File: config.mk
export PLATFORM = sky130hd
export DESIGN_NAME = vga_ctrl_flat
export DESIGN_NICKNAME = d
export VERILOG_FILES = /design/src/rtl/vga_timing_pkg.sv /design/src/rtl/vga_ctrl_if.sv /design/src/rtl/vga_ctrl.sv /design/src/flat_wrapper.sv
export SDC_FILE = /design/constraint.sdc
export NUM_CORES = 1
export LEC_CHECK = 0
export CORE_MARGIN = 1
export CORE_UTILIZATION = 47
export CTS_CLUSTER_DIAMETER = 50
export DETAILED_ROUTE_END_ITERATION = 12
export PLACE_DENSITY = 0.8
export RECOVER_POWER = 25
export SLEW_MARGIN = 40
export SYNTH_ARGS = -nofsm -noshare
export SYNTH_HDL_FRONTEND = slang
export SYNTH_SLANG_ARGS = --single-unit
File: constraint.sdc
create_clock -name sys_clk -period 2.85 [get_ports sys_clk]
set_input_delay 0.57 -clock sys_clk [delete_from_list [all_inputs] [get_ports sys_clk]]
set_output_delay 0.57 -clock sys_clk [all_outputs]
set_load 0.005 [all_outputs]
File: src/rtl/vga_timing_pkg.sv
// vga_timing_pkg: 640x480@60 Hz timing constants and RGB565 pixel definitions shared by the VGA controller and its pixel interface
package vga_timing_pkg;
   localparam int H_SYNC  = 96;
   localparam int H_BACK  = 48;
   localparam int H_VALID = 640;
   localparam int H_FRONT = 16;
   localparam int V_SYNC  = 2;
   localparam int V_BACK  = 33;
   localparam int V_VALID = 480;
   localparam int V_FRONT = 10;
   localparam int H_TOTAL = H_SYNC + H_BACK + H_VALID + H_FRONT;
   localparam int V_TOTAL = V_SYNC + V_BACK + V_VALID + V_FRONT;
   localparam int H_START = H_SYNC + H_BACK;
   localparam int V_START = V_SYNC + V_BACK;
   localparam int RGB_W   = 16;
   localparam logic [RGB_W-1:0] RGB_BLACK = 16'h0000;
endpackage

File: src/rtl/vga_ctrl_if.sv
// vga_ctrl_if: pixel request channel between the timing controller (master) and the upstream pixel generator (slave)
//   pix_req/pix_x/pix_y : request for the pixel at (pix_x, pix_y), from the controller
//   pix_data            : RGB565 answer, registered by upstream, valid the cycle after pix_req
interface vga_ctrl_if;
   import vga_timing_pkg::*;
   logic             pix_req;
   logic [9:0]       pix_x;
   logic [9:0]       pix_y;
   logic [RGB_W-1:0] pix_data;
   modport master (output pix_req, pix_x, pix_y, input pix_data);
   modport slave  (input pix_req, pix_x, pix_y, output pix_data);
endinterface

File: src/rtl/vga_ctrl.sv
// vga_ctrl: VGA timing controller; free-running h/v counters, one-cycle-early pixel requests and a shared sync/RGB output register
//   sys_clk     : pixel clock
//   sys_rst     : synchronous active-low reset
//   pix         : pixel request channel (master side)
//   frame_start : one-cycle pulse with the first hsync-low cycle of a frame
//   vga_hs/vs   : active-low sync outputs
//   vga_rgb     : RGB565 output, black outside the visible area
module vga_ctrl #(
   parameter int H_SYNC  = vga_timing_pkg::H_SYNC,
   parameter int H_BACK  = vga_timing_pkg::H_BACK,
   parameter int H_VALID = vga_timing_pkg::H_VALID,
   parameter int H_FRONT = vga_timing_pkg::H_FRONT,
   parameter int V_SYNC  = vga_timing_pkg::V_SYNC,
   parameter int V_BACK  = vga_timing_pkg::V_BACK,
   parameter int V_VALID = vga_timing_pkg::V_VALID,
   parameter int V_FRONT = vga_timing_pkg::V_FRONT
) (
   input  logic                             sys_clk,
   input  logic                             sys_rst,
   vga_ctrl_if.master                       pix,
   output logic                             frame_start,
   output logic                             vga_hs,
   output logic                             vga_vs,
   output logic [vga_timing_pkg::RGB_W-1:0] vga_rgb
);
   localparam logic [9:0] H_LAST = 10'(H_SYNC + H_BACK + H_VALID + H_FRONT - 1);
   localparam logic [9:0] V_LAST = 10'(V_SYNC + V_BACK + V_VALID + V_FRONT - 1);
   localparam logic [9:0] H_ST   = 10'(H_SYNC + H_BACK);
   localparam logic [9:0] H_END  = 10'(H_SYNC + H_BACK + H_VALID);
   localparam logic [9:0] V_ST   = 10'(V_SYNC + V_BACK);
   localparam logic [9:0] V_END  = 10'(V_SYNC + V_BACK + V_VALID);
   localparam logic [9:0] HS_W   = 10'(H_SYNC);
   localparam logic [9:0] VS_W   = 10'(V_SYNC);
   // Requests run one cycle ahead of the visible window so upstream has a cycle to register the pixel.
   localparam logic [9:0] REQ_LO = 10'(H_SYNC + H_BACK - 1);
   localparam logic [9:0] REQ_HI = 10'(H_SYNC + H_BACK + H_VALID - 2);

   logic [9:0]                       h_cnt_q, h_cnt_d, v_cnt_q, v_cnt_d;
   logic                             vga_hs_q, vga_hs_d, vga_vs_q, vga_vs_d;
   logic                             frame_start_q, frame_start_d;
   logic [vga_timing_pkg::RGB_W-1:0] vga_rgb_q, vga_rgb_d;
   logic                             h_act, v_act, req;

   always_comb begin
      h_cnt_d       = (h_cnt_q == H_LAST) ? '0 : h_cnt_q + 10'd1;
      v_cnt_d       = (h_cnt_q != H_LAST) ? v_cnt_q : (v_cnt_q == V_LAST) ? '0 : v_cnt_q + 10'd1;
      h_act         = h_cnt_q >= H_ST && h_cnt_q < H_END;
      v_act         = v_cnt_q >= V_ST && v_cnt_q < V_END;
      req           = v_act && h_cnt_q >= REQ_LO && h_cnt_q <= REQ_HI;
      vga_hs_d      = h_cnt_q >= HS_W;
      vga_vs_d      = v_cnt_q >= VS_W;
      vga_rgb_d     = (h_act && v_act) ? pix.pix_data : vga_timing_pkg::RGB_BLACK;
      frame_start_d = h_cnt_q == '0 && v_cnt_q == '0;
   end

   always_ff @(posedge sys_clk) begin
      if (!sys_rst) begin
         h_cnt_q       <= '0;
         v_cnt_q       <= '0;
         vga_hs_q      <= 1'b1;
         vga_vs_q      <= 1'b1;
         vga_rgb_q     <= vga_timing_pkg::RGB_BLACK;
         frame_start_q <= 1'b0;
      end else begin
         h_cnt_q       <= h_cnt_d;
         v_cnt_q       <= v_cnt_d;
         vga_hs_q      <= vga_hs_d;
         vga_vs_q      <= vga_vs_d;
         vga_rgb_q     <= vga_rgb_d;
         frame_start_q <= frame_start_d;
      end
   end

   assign pix.pix_req  = req;
   assign pix.pix_x    = req ? h_cnt_q - REQ_LO : '0;
   assign pix.pix_y    = req ? v_cnt_q - V_ST : '0;
   assign vga_hs       = vga_hs_q;
   assign vga_vs       = vga_vs_q;
   assign vga_rgb      = vga_rgb_q;
   assign frame_start  = frame_start_q;
endmodule

File: src/flat_wrapper.sv
// flat-port wrapper written by rule: the top's interface ports become plain ports
module vga_ctrl_flat 
#(
   parameter int H_SYNC  = vga_timing_pkg::H_SYNC,
   parameter int H_BACK  = vga_timing_pkg::H_BACK,
   parameter int H_VALID = vga_timing_pkg::H_VALID,
   parameter int H_FRONT = vga_timing_pkg::H_FRONT,
   parameter int V_SYNC  = vga_timing_pkg::V_SYNC,
   parameter int V_BACK  = vga_timing_pkg::V_BACK,
   parameter int V_VALID = vga_timing_pkg::V_VALID,
   parameter int V_FRONT = vga_timing_pkg::V_FRONT
)
  (sys_clk, sys_rst, frame_start, vga_hs, vga_vs, vga_rgb, pix_pix_req, pix_pix_x, pix_pix_y, pix_pix_data);
  vga_ctrl_if pix_i ();
  input  logic sys_clk;
  input  logic sys_rst;
  output logic frame_start;
  output logic vga_hs;
  output logic vga_vs;
  output logic [vga_timing_pkg::RGB_W-1:0] vga_rgb;
  output wire logic [$bits(pix_i.pix_req)-1:0] pix_pix_req;
  output wire logic [$bits(pix_i.pix_x)-1:0] pix_pix_x;
  output wire logic [$bits(pix_i.pix_y)-1:0] pix_pix_y;
  input wire logic [$bits(pix_i.pix_data)-1:0] pix_pix_data;
  assign pix_pix_req = pix_i.pix_req;
  assign pix_pix_x = pix_i.pix_x;
  assign pix_pix_y = pix_i.pix_y;
  assign pix_i.pix_data = pix_pix_data;
  vga_ctrl #(.H_SYNC(H_SYNC), .H_BACK(H_BACK), .H_VALID(H_VALID), .H_FRONT(H_FRONT), .V_SYNC(V_SYNC), .V_BACK(V_BACK), .V_VALID(V_VALID), .V_FRONT(V_FRONT)) u_core (.sys_clk(sys_clk), .sys_rst(sys_rst), .pix(pix_i), .frame_start(frame_start), .vga_hs(vga_hs), .vga_vs(vga_vs), .vga_rgb(vga_rgb));
endmodule
# Word-level counts from Yosys, hierarchy flattened
# Cells that the tools add are included.
# word_totals
register_bits	39
latch_bits	0
ram_bits	0
romBits	0
input_bits	18
output_inout_bits	40
elab_cells	35
memories	0
# classes
addsub	4
multipliers	0
div	0
order_cmp	8
eq_ne	3
shift	0
mux	3
n_bitwise	1
reduce_logical	10
# op_table
op	n
$mux W10	3
$add A10 B1 Y10 const B	2
$eq A10 B10 Y1 const B	2
$ge A10 B8 Y1 const B	2
$logic_not A10 Y1	2
$lt A10 B10 Y1 const B	2
$ge A10 B2 Y1 const B	1
$ge A10 B6 Y1 const B	1
$ge A10 B7 Y1 const B	1
$le A10 B10 Y1 const B	1
$ne A10 B10 Y1 const B	1
$sub A10 B6 Y10 const B	1
$sub A10 B8 Y10 const B	1
$logic_and A1 B1 Y1	6
$reduce_and A2 Y1	1
$reduce_or A2 Y1	1
$not A1 Y1	1

# Logic depth before layout (Yosys ltp)
# Gate-level depths: netlist (run 1).
# logic_depth
word_depth	5
depth_mapped	7
mapped_depth_nobuf	6

# Worst setup path before layout (run 1)
# Ideal clock, no wire load.
# synth_timing
path_type	register to output
start	reg u_core.v_cnt_q[1]
end	out pix_pix_x[2]
arrival_time_ns	2.093
slack_ns	0.187
stages_incl_launch_ff	8
cell_sequence	dfxtp_1 ha_1 clkbuf_1 o41ai_1 a21oi_1 o211ai_2 buf_2 nor2_1
# synth_between
elab_chain_cells	5
# synth_rtl
item	line_no	source
start: declaration	vga_ctrl.sv:38	logic [9:0] h_cnt_q, h_cnt_d, v_cnt_q, v_cnt_d;
start signal: assignment	vga_ctrl.sv:66	v_cnt_q <= v_cnt_d;
$ge A10 B6 Y1 / $lt A10 B10 Y1 (equally long branches)	vga_ctrl.sv:48	v_act = v_cnt_q >= V_ST && v_cnt_q < V_END;
$logic_and A1 B1 Y1 *	vga_ctrl.sv:48	
$logic_and A1 B1 Y1 * (2 in a row)	vga_ctrl.sv:49	req = v_act && h_cnt_q >= REQ_LO && h_cnt_q <= REQ_HI;
$mux W10 *	vga_ctrl.sv:75	assign pix.pix_x = req ? h_cnt_q - REQ_LO : '0;
end: declaration	flat_wrapper.sv:22	output wire logic [$bits(pix_i.pix_x)-1:0] pix_pix_x;
# Mark *: on every way between the ends. The rest lies on a longest branch, timed or not.

# Worst setup path after layout (run 1)
# layout_timing
start	reg u_core.h_cnt_q[6]
end	out pix_pix_x[9]
# layout_between
elab_chain_cells	4
# layout_rtl
item	line_no	source
start: declaration	vga_ctrl.sv:38	
start signal: assignment	vga_ctrl.sv:65	h_cnt_q <= h_cnt_d;
$ge A10 B8 Y1	vga_ctrl.sv:49	
$logic_and A1 B1 Y1 (2 in a row)	vga_ctrl.sv:49	
$mux W10 *	vga_ctrl.sv:75	
# Marks and branches as above.

==> results of run 1 <==
## power by group
part           internal, mW  switching (mW)  leakage, nW  total [mW]
Clock                 0.170           0.195       0.0402       0.365
Sequential            0.551         0.00300        0.316       0.554
Combinational        0.0323          0.0197        0.926      0.0519
## synth_stat cells (all sizes together)
cell type   n
a2111o      1
a211oi      1
a21oi      14
a311o       1
a31o        2
a31oi       1
and2       18
and3        3
and4        3
buf         9
clkbuf     11
dfxtp      39
ha          5
inv        12
mux2i       1
nand2      16
nand3       8
nand4       7
nand4b      2
nor2       33
nor2b       1
nor3        4
nor4        4
nor4b       1
o2111a      1
o211ai      1
o21ai       7
o31ai       8
o41ai       1
or2         1
or3         6
or4         6
or4b        1
xnor2      10
xor2        7
## what timing repair did
action / CTS / global route
hold endpoints to repair: 0 / 0
pin swaps: 4 / 3
setup endpoints to repair: 21 / 18
resized for setup: 33 / 17
setup buffers: 3 / 1
## how the worst max path moves through the flow
stage | cells past startpoint | startpoint | to
floorplan | 7 | u_core.v_cnt_q[1] | pix_pix_x[2]
global placement | 5 | u_core.h_cnt_q[6] | pix_pix_x[9]
detailed placement | 5 | u_core.h_cnt_q[6] | pix_pix_x[9]
CTS | 8 | u_core.v_cnt_q[0] | pix_pix_x[6]
global route | 5 | u_core.h_cnt_q[6] | pix_pix_x[9]
finish | 5 | u_core.h_cnt_q[6] | pix_pix_x[9]
## metrics by stage
step	power (mW)	setup TNS, ns	utilization, %	cells
detailed placement	0.6201	-0.007014	66.76	355
CTS	0.9792	0	69.38	366
global route	1.016	0	69.63	367
floorplan	0.5846	0	-	246
finish	0.9711	0	69.63	367
global placement	0.6196	0	66.76	355
## worst max-delay path: stages, from the launching register on
cell	delay (ns)
dfxtp_1	0.31
or3_1	0.38
or2_2	0.30
or4b_2	0.61
a31oi_1	0.16
buf_2	0.13
## cells by family (layout without fill, tap and decap cells)
kind of cell	after synthesis	count (layout)	share of synthesized area (%)
AO/OA/AOI/OAI	38	38	12.47
buffers and inverters	32	103	7.045
multiplexers	1	1	0.4988
AND/OR/NAND/NOR	114	114	30.55
flip-flops	39	39	38.90
XOR/XNOR	17	17	7.419
adder cells (fa/ha/maj)	5	5	3.117
## sequential cells by signal, indices dropped and copies added, names as in the netlist
name	flops
u_core.vga_vs	1
u_core.h_cnt_q	10
u_core.frame_start	1
u_core.vga_hs	1
u_core.vga_rgb	16
u_core.v_cnt_q	10
## metal layers
metal	GRT usage (%)	part of all wire, %	up-vias
met4	5.851	1.5	0
met3	6.419	6.0	8
li1	-	-	990
met5	0	0	-
met2	37.00	47	75
met1	28.87	45	921
## final cells by class
class	count	area, sq um
clock buffer	5	68.82
clock inverter	3	20.02
fill	325	1232
inverter	12	45.04
multi-input combinational	175	1130
sequential	39	782.0
tap	50	62.56
timing repair buffer	83	716.9
==> flow_metrics.env, run 1 <==
export IMPL_synth_top_area_share_pct=38.90
export IMPL_syn_mean_instance_area_sq_um=8.158
export IMPL_startpoint_type="flop"
export IMPL_ios=58
export IMPL_rrSetupSlack_ns=0.54
export IMPL_ys_seq_area_share_pct=38.90
export IMPL_grt_pass1_wl_microns=7686
export IMPL_clock_latency_ns=0.29
export IMPL_vias_per_cell=5.433
export IMPL_layout_common_cells="38 x dfxtp_1, 32 x nor2_1, 24 x buf_4, 21 x clkdlybuf4s50_1, 17 x and2_1"
export IMPL_syn_inst=246
export IMPL_wl_per_cell_microns=13.08
export IMPL_drt_wl_total_microns=4802
export IMPL_start_util_pct=49.46
export IMPL_slew_headroom_pct=61.65
export IMPL_core_area_sq_mm=0.004058
export IMPL_synth_cell_types=40
export IMPL_report_final_slew_viol_count=0
export IMPL_worstSetupEndpointType="output pin"
export IMPL_rsz0062_at_grt="false"
export IMPL_r2r_start="u_core.v_cnt_q[6]"
export IMPL_drt_initial_drc_count=226
export IMPL_max_cap_violations=0
export IMPL_grt_pass1_vias=1710
export IMPL_yosys_area_top_type="dfxtp_1"
export IMPL_yosys_warnings=0
export IMPL_drive_above_1_share_pct=17.67
export IMPL_status="complete, no violations"
export IMPL_setup_viol=0
export IMPL_finalHoldViolCount=0
export IMPL_postRouteAntennaNets=0
export IMPL_clock_sinks=39
export IMPL_area_growth_pct=40.77
export IMPL_r2r_cells=5
export IMPL_dpl_hpwl_microns=3420
export IMPL_grt_max_degree=17
export IMPL_gp_congestion=0.8997
export IMPL_drc=0
export IMPL_syn_area_sq_mm=0.002007
export IMPL_leakagePower_nw=1.283
export IMPL_r2r_end="u_core.v_cnt_q[4]"
export IMPL_cts_buffers=5
export IMPL_overflow=0
export IMPL_grt_use_total_pct=22.57
export IMPL_cts_buffer_depth=2
export IMPL_worst_slack_ns=0.09286
export IMPL_hold_buffers=0
export IMPL_vias=1994
export IMPL_irDropWorstVdd_mv=0.2751
export IMPL_worst_hold_path_endpoint="u_core.h_cnt_q[0]"
export IMPL_hold_depth=2
export IMPL_firstDrtPassIters=4
export IMPL_final_area_sq_mm=0.002825
export IMPL_fp_dieH_microns=67.35
export IMPL_rows=23
export IMPL_placed_area_sq_mm=0.002709
export IMPL_path_class="flop to output pin"
export IMPL_hold_class="flop to flop"
export IMPL_fin_worst_skew_ns=0.005634
export IMPL_ys_top_cells_by_area="dfxtp_1 39%, nor2_1 6.2%, and2_1 5.6%, xnor2_1 4.4%, a21oi_1 3.5%"
export IMPL_required_ns=2.28
export IMPL_fin_nets=339
export IMPL_fmax_ghz=0.3627
export IMPL_h_tree_depth=2
export IMPL_die_area_sq_mm=0.004535
export IMPL_crit_arrival_ns=2.19
export IMPL_final_period_utilization_pct=96.74
export IMPL_tritoncts="done"
export IMPL_diodes=0
export IMPL_worst_slew_pin_slew_ns=0.5714
export IMPL_syn_num_nets=269
export IMPL_hold_slack_ns=0.5503
export IMPL_final_common_cell="dfxtp_1"
export IMPL_cts_clk_slew_worst_paths_ns=0.07
export IMPL_crit_fanout=3
export IMPL_portBuffers=57
export IMPL_ys_ff_latch=39
export IMPL_antenna_found_initial=0
export IMPL_power_density_mw_per_mm2=343.7
export IMPL_min_period_ns=2.757
export IMPL_min_from="u_core.h_cnt_q[0]"
export IMPL_dp_slack_ns=-0.007014
export IMPL_clockRootBuffer="clkbuf_8"
export IMPL_die_x_microns=67.35
No activity file was read; power rests on OpenSTA's default activity.
==> run 2, diff against run 1 <==
CORE_UTILIZATION = 30   (was 47)
PLACE_DENSITY = 0.56   (was 0.8)
SETUP_SLACK_MARGIN = 0.1   (was default)
==> flow_metrics.env, run 2 (synthesis gave the netlist of run 1 again) <==
export IMPL_status="complete, no violations"
export IMPL_portBuffers=57
export IMPL_rows=29
export IMPL_combPwrFrac_pct=5.3
export IMPL_report_final_slew_viol_count=0
export IMPL_drt_wl_total_microns=5256
export IMPL_hold_class="flop to flop"
export IMPL_final_period_utilization_pct=93.58
export IMPL_required_ns=2.28
export IMPL_die_area_sq_mm=0.007021
export IMPL_dp_slack_ns=0.003800
export IMPL_leakagePower_nw=1.318
export IMPL_postRouteAntennaNets=0
export IMPL_grt_max_degree=17
export IMPL_irDropWorstVdd_mv=0.2723
export IMPL_vias=1983
export IMPL_power_density_mw_per_mm2=335.0
export IMPL_h_tree_depth=2
export IMPL_vias_per_cell=4.921
export IMPL_r2r_start="u_core.v_cnt_q[5]"
export IMPL_drc=0
export IMPL_cts_clk_slew_worst_paths_ns=0.08
export IMPL_crit_start="u_core.v_cnt_q[0]"
export IMPL_crit_arrival_ns=2.10
export IMPL_grt_pass1_vias=1860
export IMPL_setup_viol=0
export IMPL_p_switching_uw=234.9
export IMPL_rsz0062_at_grt="false"
export IMPL_grt_pass1_wl_microns=8735
export IMPL_fmax_ghz=0.3750
export IMPL_fin_nets=348
export IMPL_largest_reg_flops=16
export IMPL_internal_power_uw=758.5
export IMPL_slew_headroom_pct=65.61
export IMPL_gp_congestion=0.8362
export IMPL_switching_share_pct=23.64
export IMPL_max_cap_violations=0
export IMPL_die_x_microns=83.79
export IMPL_core_area_sq_mm=0.006386
export IMPL_worst_slew_pin_slew_ns=0.5123
export IMPL_r2r_cells=5
export IMPL_path_class="flop to output pin"
export IMPL_layout_common_cells="37 x dfxtp_1, 30 x nor2_1, 26 x buf_4, 21 x clkdlybuf4s50_1, 21 x buf_2"
export IMPL_wl_per_cell_microns=13.04
export IMPL_area_growth_pct=47.76
export IMPL_power_frac_seq_pct=55.8
export IMPL_final_common_cell="dfxtp_1"
export IMPL_final_cell_count_no_fill=403
export IMPL_startpoint_type="flop"
export IMPL_endpoint="pix_pix_x[2]"
export IMPL_start_util_pct=31.43
export IMPL_r2r_end="u_core.v_cnt_q[6]"
export IMPL_overflow=0
export IMPL_clock_sinks=39
export IMPL_power_frac_clock_pct=38.9
export IMPL_min_period_ns=2.667
export IMPL_finalHoldViolCount=0
export IMPL_drt_initial_drc_count=120
export IMPL_cts_buffers=5
export IMPL_drive_above_1_share_pct=26.69
export IMPL_diodes=0
export IMPL_hold_depth=2
export IMPL_tritoncts="done"
export IMPL_ios=58
export IMPL_cts_buffer_depth=2
export IMPL_clockRootBuffer="clkbuf_8"
export IMPL_fp_dieH_microns=83.79
export IMPL_rrSetupSlack_ns=0.54
export IMPL_hold_slack_ns=0.5436
export IMPL_worstSetupEndpointType="output pin"
export IMPL_clock_latency_ns=0.29
export IMPL_firstDrtPassIters=4
export IMPL_grt_use_total_pct=15.32
export IMPL_crit_fanout=7
export IMPL_dp_cells=385
export IMPL_worst_slack_ns=0.1831
export IMPL_antenna_found_initial=0
export IMPL_fin_worst_skew_ns=0.003777
export IMPL_dpl_hpwl_microns=3721
## run 2: how the worst min path moves through the flow
stage | startpoint | end
4_1_cts | u_core.h_cnt_q[0] | u_core.h_cnt_q[0]
6_report | u_core.h_cnt_q[0] | u_core.h_cnt_q[0]
2_1_floorplan | u_core.h_cnt_q[0] | u_core.h_cnt_q[0]
3_5_place_dp | u_core.h_cnt_q[0] | u_core.h_cnt_q[0]
5_1_grt | u_core.h_cnt_q[0] | u_core.h_cnt_q[0]
3_3_place_gp | u_core.h_cnt_q[0] | u_core.h_cnt_q[0]
## run 2: repair_timing
action                                  in CTS  in global routing
resized for setup                          107                  9
endpoints found under the hold margin        0                  0
hold buffers                                 0                  0
pin swaps                                   21                  6
buffers inserted                            10                  1
endpoints found under the setup margin      21                 21
gates cloned                                 1                  0
## run 2: through the flow
step | instance area [sq um] | total power [mW] | setup TNS (ns) | util, %
after floorplan | 2007 | 0.5846 | 0 | -
after global placement | 2765 | 0.6208 | -0.01208 | 43.30
after detailed placement | 2765 | 0.6209 | 0 | 43.30
after CTS | 2920 | 1.009 | -1.578 | 45.73
after global routing | 2965 | 1.043 | 0 | 46.43
final | 2965 | 0.9934 | 0 | 46.43
## run 2: layout make-up
class,instances,area [sq um]
flip-flops and latches,39,783.3
clock inverters,3,23.77
clock buffers,5,68.82
inverters,12,45.04
repair buffers,92,762.0
well taps,77,96.34
multi-input cells,175,1186
fillers,664,3421
## run 2: per-layer routing
metal	part of all wire, %	GRT usage, %	vias to the layer above
li1	-	-	1003
met1	45	19.80	915
met2	47	24.32	61
met3	7.2	4.649	4
met4	1.0	4.931	0
met5	0	0	-
## run 2: power by group through the flow
stage / Clock, mW / Combinational, mW / Sequential, mW
2_1_floorplan: 0 / 0.0170 / 0.568
3_3_place_gp: 0 / 0.0537 / 0.567
3_5_place_dp: 0 / 0.0536 / 0.567
4_1_cts: 0.400 / 0.0543 / 0.554
5_1_grt: 0.429 / 0.0577 / 0.556
6_report: 0.387 / 0.0525 / 0.554
## run 2: critical path, cell delays in order, from the launching register on
cell and delay [ns]:
dfxtp_2 0.34, ha_4 0.16, buf_4 0.17, o41ai_4 0.26, a21oi_2 0.15, o211ai_4 0.30
buf_6 0.17, buf_6 0.10, nor2_1 0.03, buf_2 0.12
==> run 3, diff against run 2 <==
CAP_MARGIN = 10   (was default)
CTS_CLUSTER_DIAMETER = 100   (was 50)
==> results of run 3 <==
The final DEF is identical to that of run 2; final timing and power are the same.
==> RTL change 1: new RTL, flow settings as in run 1 <==
`RGB_W`: 16 -> 32.
--- a/src/rtl/vga_timing_pkg.sv
+++ b/src/rtl/vga_timing_pkg.sv
@@ -14,3 +14,3 @@
    localparam int V_START = V_SYNC + V_BACK;
-   localparam int RGB_W   = 16;
+   localparam int RGB_W   = 32;
    localparam logic [RGB_W-1:0] RGB_BLACK = 16'h0000;
Interface: changed (resized pix_pix_data and vga_rgb); port bits go from 58 to 90. The function was not compared with the original's and may differ.
==> RTL change 1 against run 1 <==
  * The run now ends with negative setup slack left
  * Design area grew 29%
  * Worst setup slack got worse by 0.23 ns
  * Largest power group unchanged
  * Register-to-register slack gained 0.20 ns
  * Sequential cell count increased by 16
  * Area after synthesis rose by 23%
  * Clock skew rose by 0.0028 ns
  * Routed wire length up 26%
  * Maximum frequency down 7.6%
  * Die area up 22%
  * Power increased by 35%
==> RTL change 1: results (changes against run 1) <==
[worst_setup_path]
r2r_slack_ns=0.74  ; was 0.54 ns
critPathTopFamily=buffers and inverters  ; was simple AND/OR/NAND/NOR gates
timing.rr.end=u_core.v_cnt_q[3]  ; was u_core.v_cnt_q[4]
crit_arrival_ns=2.41  ; was 2.19 ns
cp-endpoint=pix_pix_y[8]  ; was pix_pix_x[9]
rr_startpoint=u_core.h_cnt_q[6]  ; was u_core.v_cnt_q[6]
path_max_fanout=11  ; was 3
worst_path_largest_cell_delay_ns=0.54  ; was 0.61 ns

[place]
placed_area_sq_um=3470  ; was 2710 sq um
portBuffers=89  ; was 57
place_ws_ns=0.158  ; was -0.00701 ns
place_hpwl_mm=4.30  ; was 3.42 mm

[global_route]
grt_use_met1=0.279  ; was 0.289
grt_max_degree=33  ; was 17
grtUsageMet3=0.0921  ; was 0.0642

[yosys]
synthAdderAreaFrac=0.0253  ; was 0.0312
synthTopCellsByCount=dfxtp_1 (55), and2_1 (34), nor2_1 (23)  ; was dfxtp_1 (39), nor2_1 (33), and2_1 (18)
syn_nets=310  ; was 269
ys_top_cells_by_area=dfxtp_1 (45%), and2_1 (8.6%), xnor2_1 (3.5%), nor2_1 (3.5%), xor2_1 (2.8%)  ; was dfxtp_1 (39%), nor2_1 (6.2%), and2_1 (5.6%), xnor2_1 (4.4%), a21oi_1 (3.5%)
synthXorXnorAreaFrac=0.0639  ; was 0.0742
seq_area_frac_synth=0.446  ; was 0.389
muxShareOfSynthArea=0.00405  ; was 0.00499
ys_ff_latch=55  ; was 39

[layout]
fill_cells=406  ; was 325
nNonClkBuffers=109  ; was 83
multi_input_gates=186  ; was 175
seq_area_sq_um=1100  ; was 782 sq um
bufAreaShareNonClock=0.287  ; was 0.254
drive_gt1_frac=0.144  ; was 0.177
largest_reg_flops=32  ; was 16
final_nets=406  ; was 339
num-clock-buffers=6  ; was 5
multi_input_area_sq_um=1270  ; was 1130 sq um
clock_area_frac=0.0271  ; was 0.0314
inv_count=10  ; was 12

[detailed_routing]
wl_met1_mm=2.38  ; was 2.18 mm
wl_met3_um=599  ; was 290 um
first_iter_violations=104  ; was 226
met2_wirelength_mm=2.96  ; was 2.26 mm

[worst_hold_path]
min_path_cells=1  ; was 2

[sta]
setup_slack_ns=-0.133  ; was 0.0929 ns
setup_violations=9  ; was 0
fin_skew_ns=0.00844  ; was 0.00563 ns
timing.hold.ws_ns=0.470  ; was 0.550 ns
tightest_slew_ns=0.709  ; was 0.571 ns

[power_and_ir_drop]
netSwitchingPower_uw=287  ; was 218 uW
ir_drop_mv=0.276  ; was 0.275 mV
p_seq_uw=780  ; was 554 uW

[run_status]
violations=negative setup slack
status=finished with violations  ; was complete, no violations

[floorplanning]
core_region_area_sq_um=5070  ; was 4060 sq um

[clock_network]
clk_pin_slew_ns=0.10  ; was 0.07 ns

RTL change 1: cell types whose count changed in the layout (fill, tap and decap cells not counted), sizes merged, moves of 4 or more:
cell	before	now
clkdlybuf4s50	21	58
and2	18	34
dfxtp	39	55
dlygate4sd2	13	0
buf	28	20
dlymetal6s2s	0	7
o31ai	8	2
dlygate4sd3	15	19
nand2	16	12
RTL change 1: repair_timing:
item                                    4_1_cts  5_1_grt
endpoints found under the setup margin       21       19
pin swaps                                     1        0
hold buffers                                  0        0
buffers inserted                              2        2
gates resized for setup                       8       25
gates cloned                                  0        0
RTL change 1: stage by stage:
stage               TNS [ns]  cells  utilization  total power [mW]
finish                -0.999    438        0.718              1.31
CTS                    -2.28    436        0.709              1.32
floorplan                  0    271            -             0.815
global placement           0    426        0.683             0.868
global route           -1.75    438        0.718              1.36
detailed placement         0    426        0.683             0.870
==> RTL change 2: new RTL, flow settings as in run 1 <==
Made on the original files. Put one more register stage on the output `vga_rgb`. The value now appears one clock later. The other outputs are not delayed to match.
--- a/src/rtl/vga_ctrl.sv
+++ b/src/rtl/vga_ctrl.sv
@@ -78,3 +78,5 @@
    assign vga_vs       = vga_vs_q;
-   assign vga_rgb      = vga_rgb_q;
+   always_ff @(posedge sys_clk) begin
+      vga_rgb <= vga_rgb_q;
+   end
    assign frame_start  = frame_start_q;
Function: no difference found for any inputs over 10 cycles, from zero or initial values and one cycle with sys_rst low; that may be too few to reach the edited logic, so the function may still have changed.
==> RTL change 2 against run 1 <==
  * Worst setup slack got worse by 0.020 ns
  * Utilization decreased by 4.7 points
  * Non-clock buffer count decreased by 10
  * First-iteration DRC count decreased by 58%
  * Design area increased by 17%
  * Routed wire length increased by 13%
  * Sequential cell count increased by 16
  * Global-route usage decreased by 2.7 points
  * Sequential share of layout area increased by 5.9 points
  * Power increased by 30%
  * Sequential power increased by 41%
  * Area after synthesis increased by 23%
==> RTL change 2: results (changes against run 1) <==
[yosys]
synthDistinctLibCells=48  ; was 40
ys_ff_latch=55  ; was 39

[worst_setup_path]
path_max_fanout=7  ; was 3
crit_path_top_delay_cell=clkdlybuf4s50_1  ; was or4b_2
worst_path_largest_cell_delay_ns=0.51  ; was 0.61 ns
critPathTopFamily=buffers and inverters  ; was simple AND/OR/NAND/NOR gates
timing.rr.end=u_core.v_cnt_q[2]  ; was u_core.v_cnt_q[4]
cp-endpoint=pix_pix_x[5]  ; was pix_pix_x[9]
rr_startpoint=u_core.h_cnt_q[1]  ; was u_core.v_cnt_q[6]

[place]
placed_area_sq_um=3090  ; was 2710 sq um
place_hpwl_mm=3.81  ; was 3.42 mm

[detailed_routing]
first_iter_violations=96  ; was 226
drt_wl_total_mm=5.41  ; was 4.80 mm

[global_route]
grt_pass1_wl_mm=8.48  ; was 7.69 mm
grtUsageMet3=0.0339  ; was 0.0642
use_met2=0.353  ; was 0.370

[floorplanning]
dieArea_sq_um=5540  ; was 4540 sq um

[sta]
fmax_mhz=360  ; was 363 MHz

[layout]
num-clock-buffers=6  ; was 5
multi_input_area_share=0.360  ; was 0.400
drive_gt1_frac=0.135  ; was 0.177
post-route-util=0.649  ; was 0.696

[clock_network]
cts_setup_buffers=1  ; was 3

[worst_hold_path]
min_path_cells=0  ; was 2

[run_status]
status=complete, no violations  ; unchanged

==> RTL change 2: changes by cell type in the layout (fill, tap and decap cells not counted), moves of 11 or more <==
cell,before,now
dlygate4sd2_1,13,0
clkdlybuf4s50_1,21,39
dlygate4sd3_1,15,1
inv_1,12,24
dlymetal6s2s_1,0,17
dfxtp_1,38,51
nor3_1,4,19
buf_4,24,13
and2_1,17,1
==> RTL change 2: report_power, final <==
group	internal [mW]	leakage [nW]	switching (mW)
registers	0.775	0.446	0.00639
logic	0.0346	1.13	0.0227
clock network	0.177	0.0418	0.246
total	0.986	1.62	0.276
==> RTL change 2: kinds of logic (layout without fill, tap and decap cells) <==
logic type,count (synthesis),after routing,synth area share
XOR/XNOR,22,22,0.0781
AO/OA/AOI/OAI,26,26,0.0943
AND/OR/NAND/NOR,119,119,0.254
buffers and inverters,46,105,0.0979
flip-flops,55,55,0.446
adder cells (fa/ha/maj),5,5,0.0254
multiplexers,1,1,0.00406
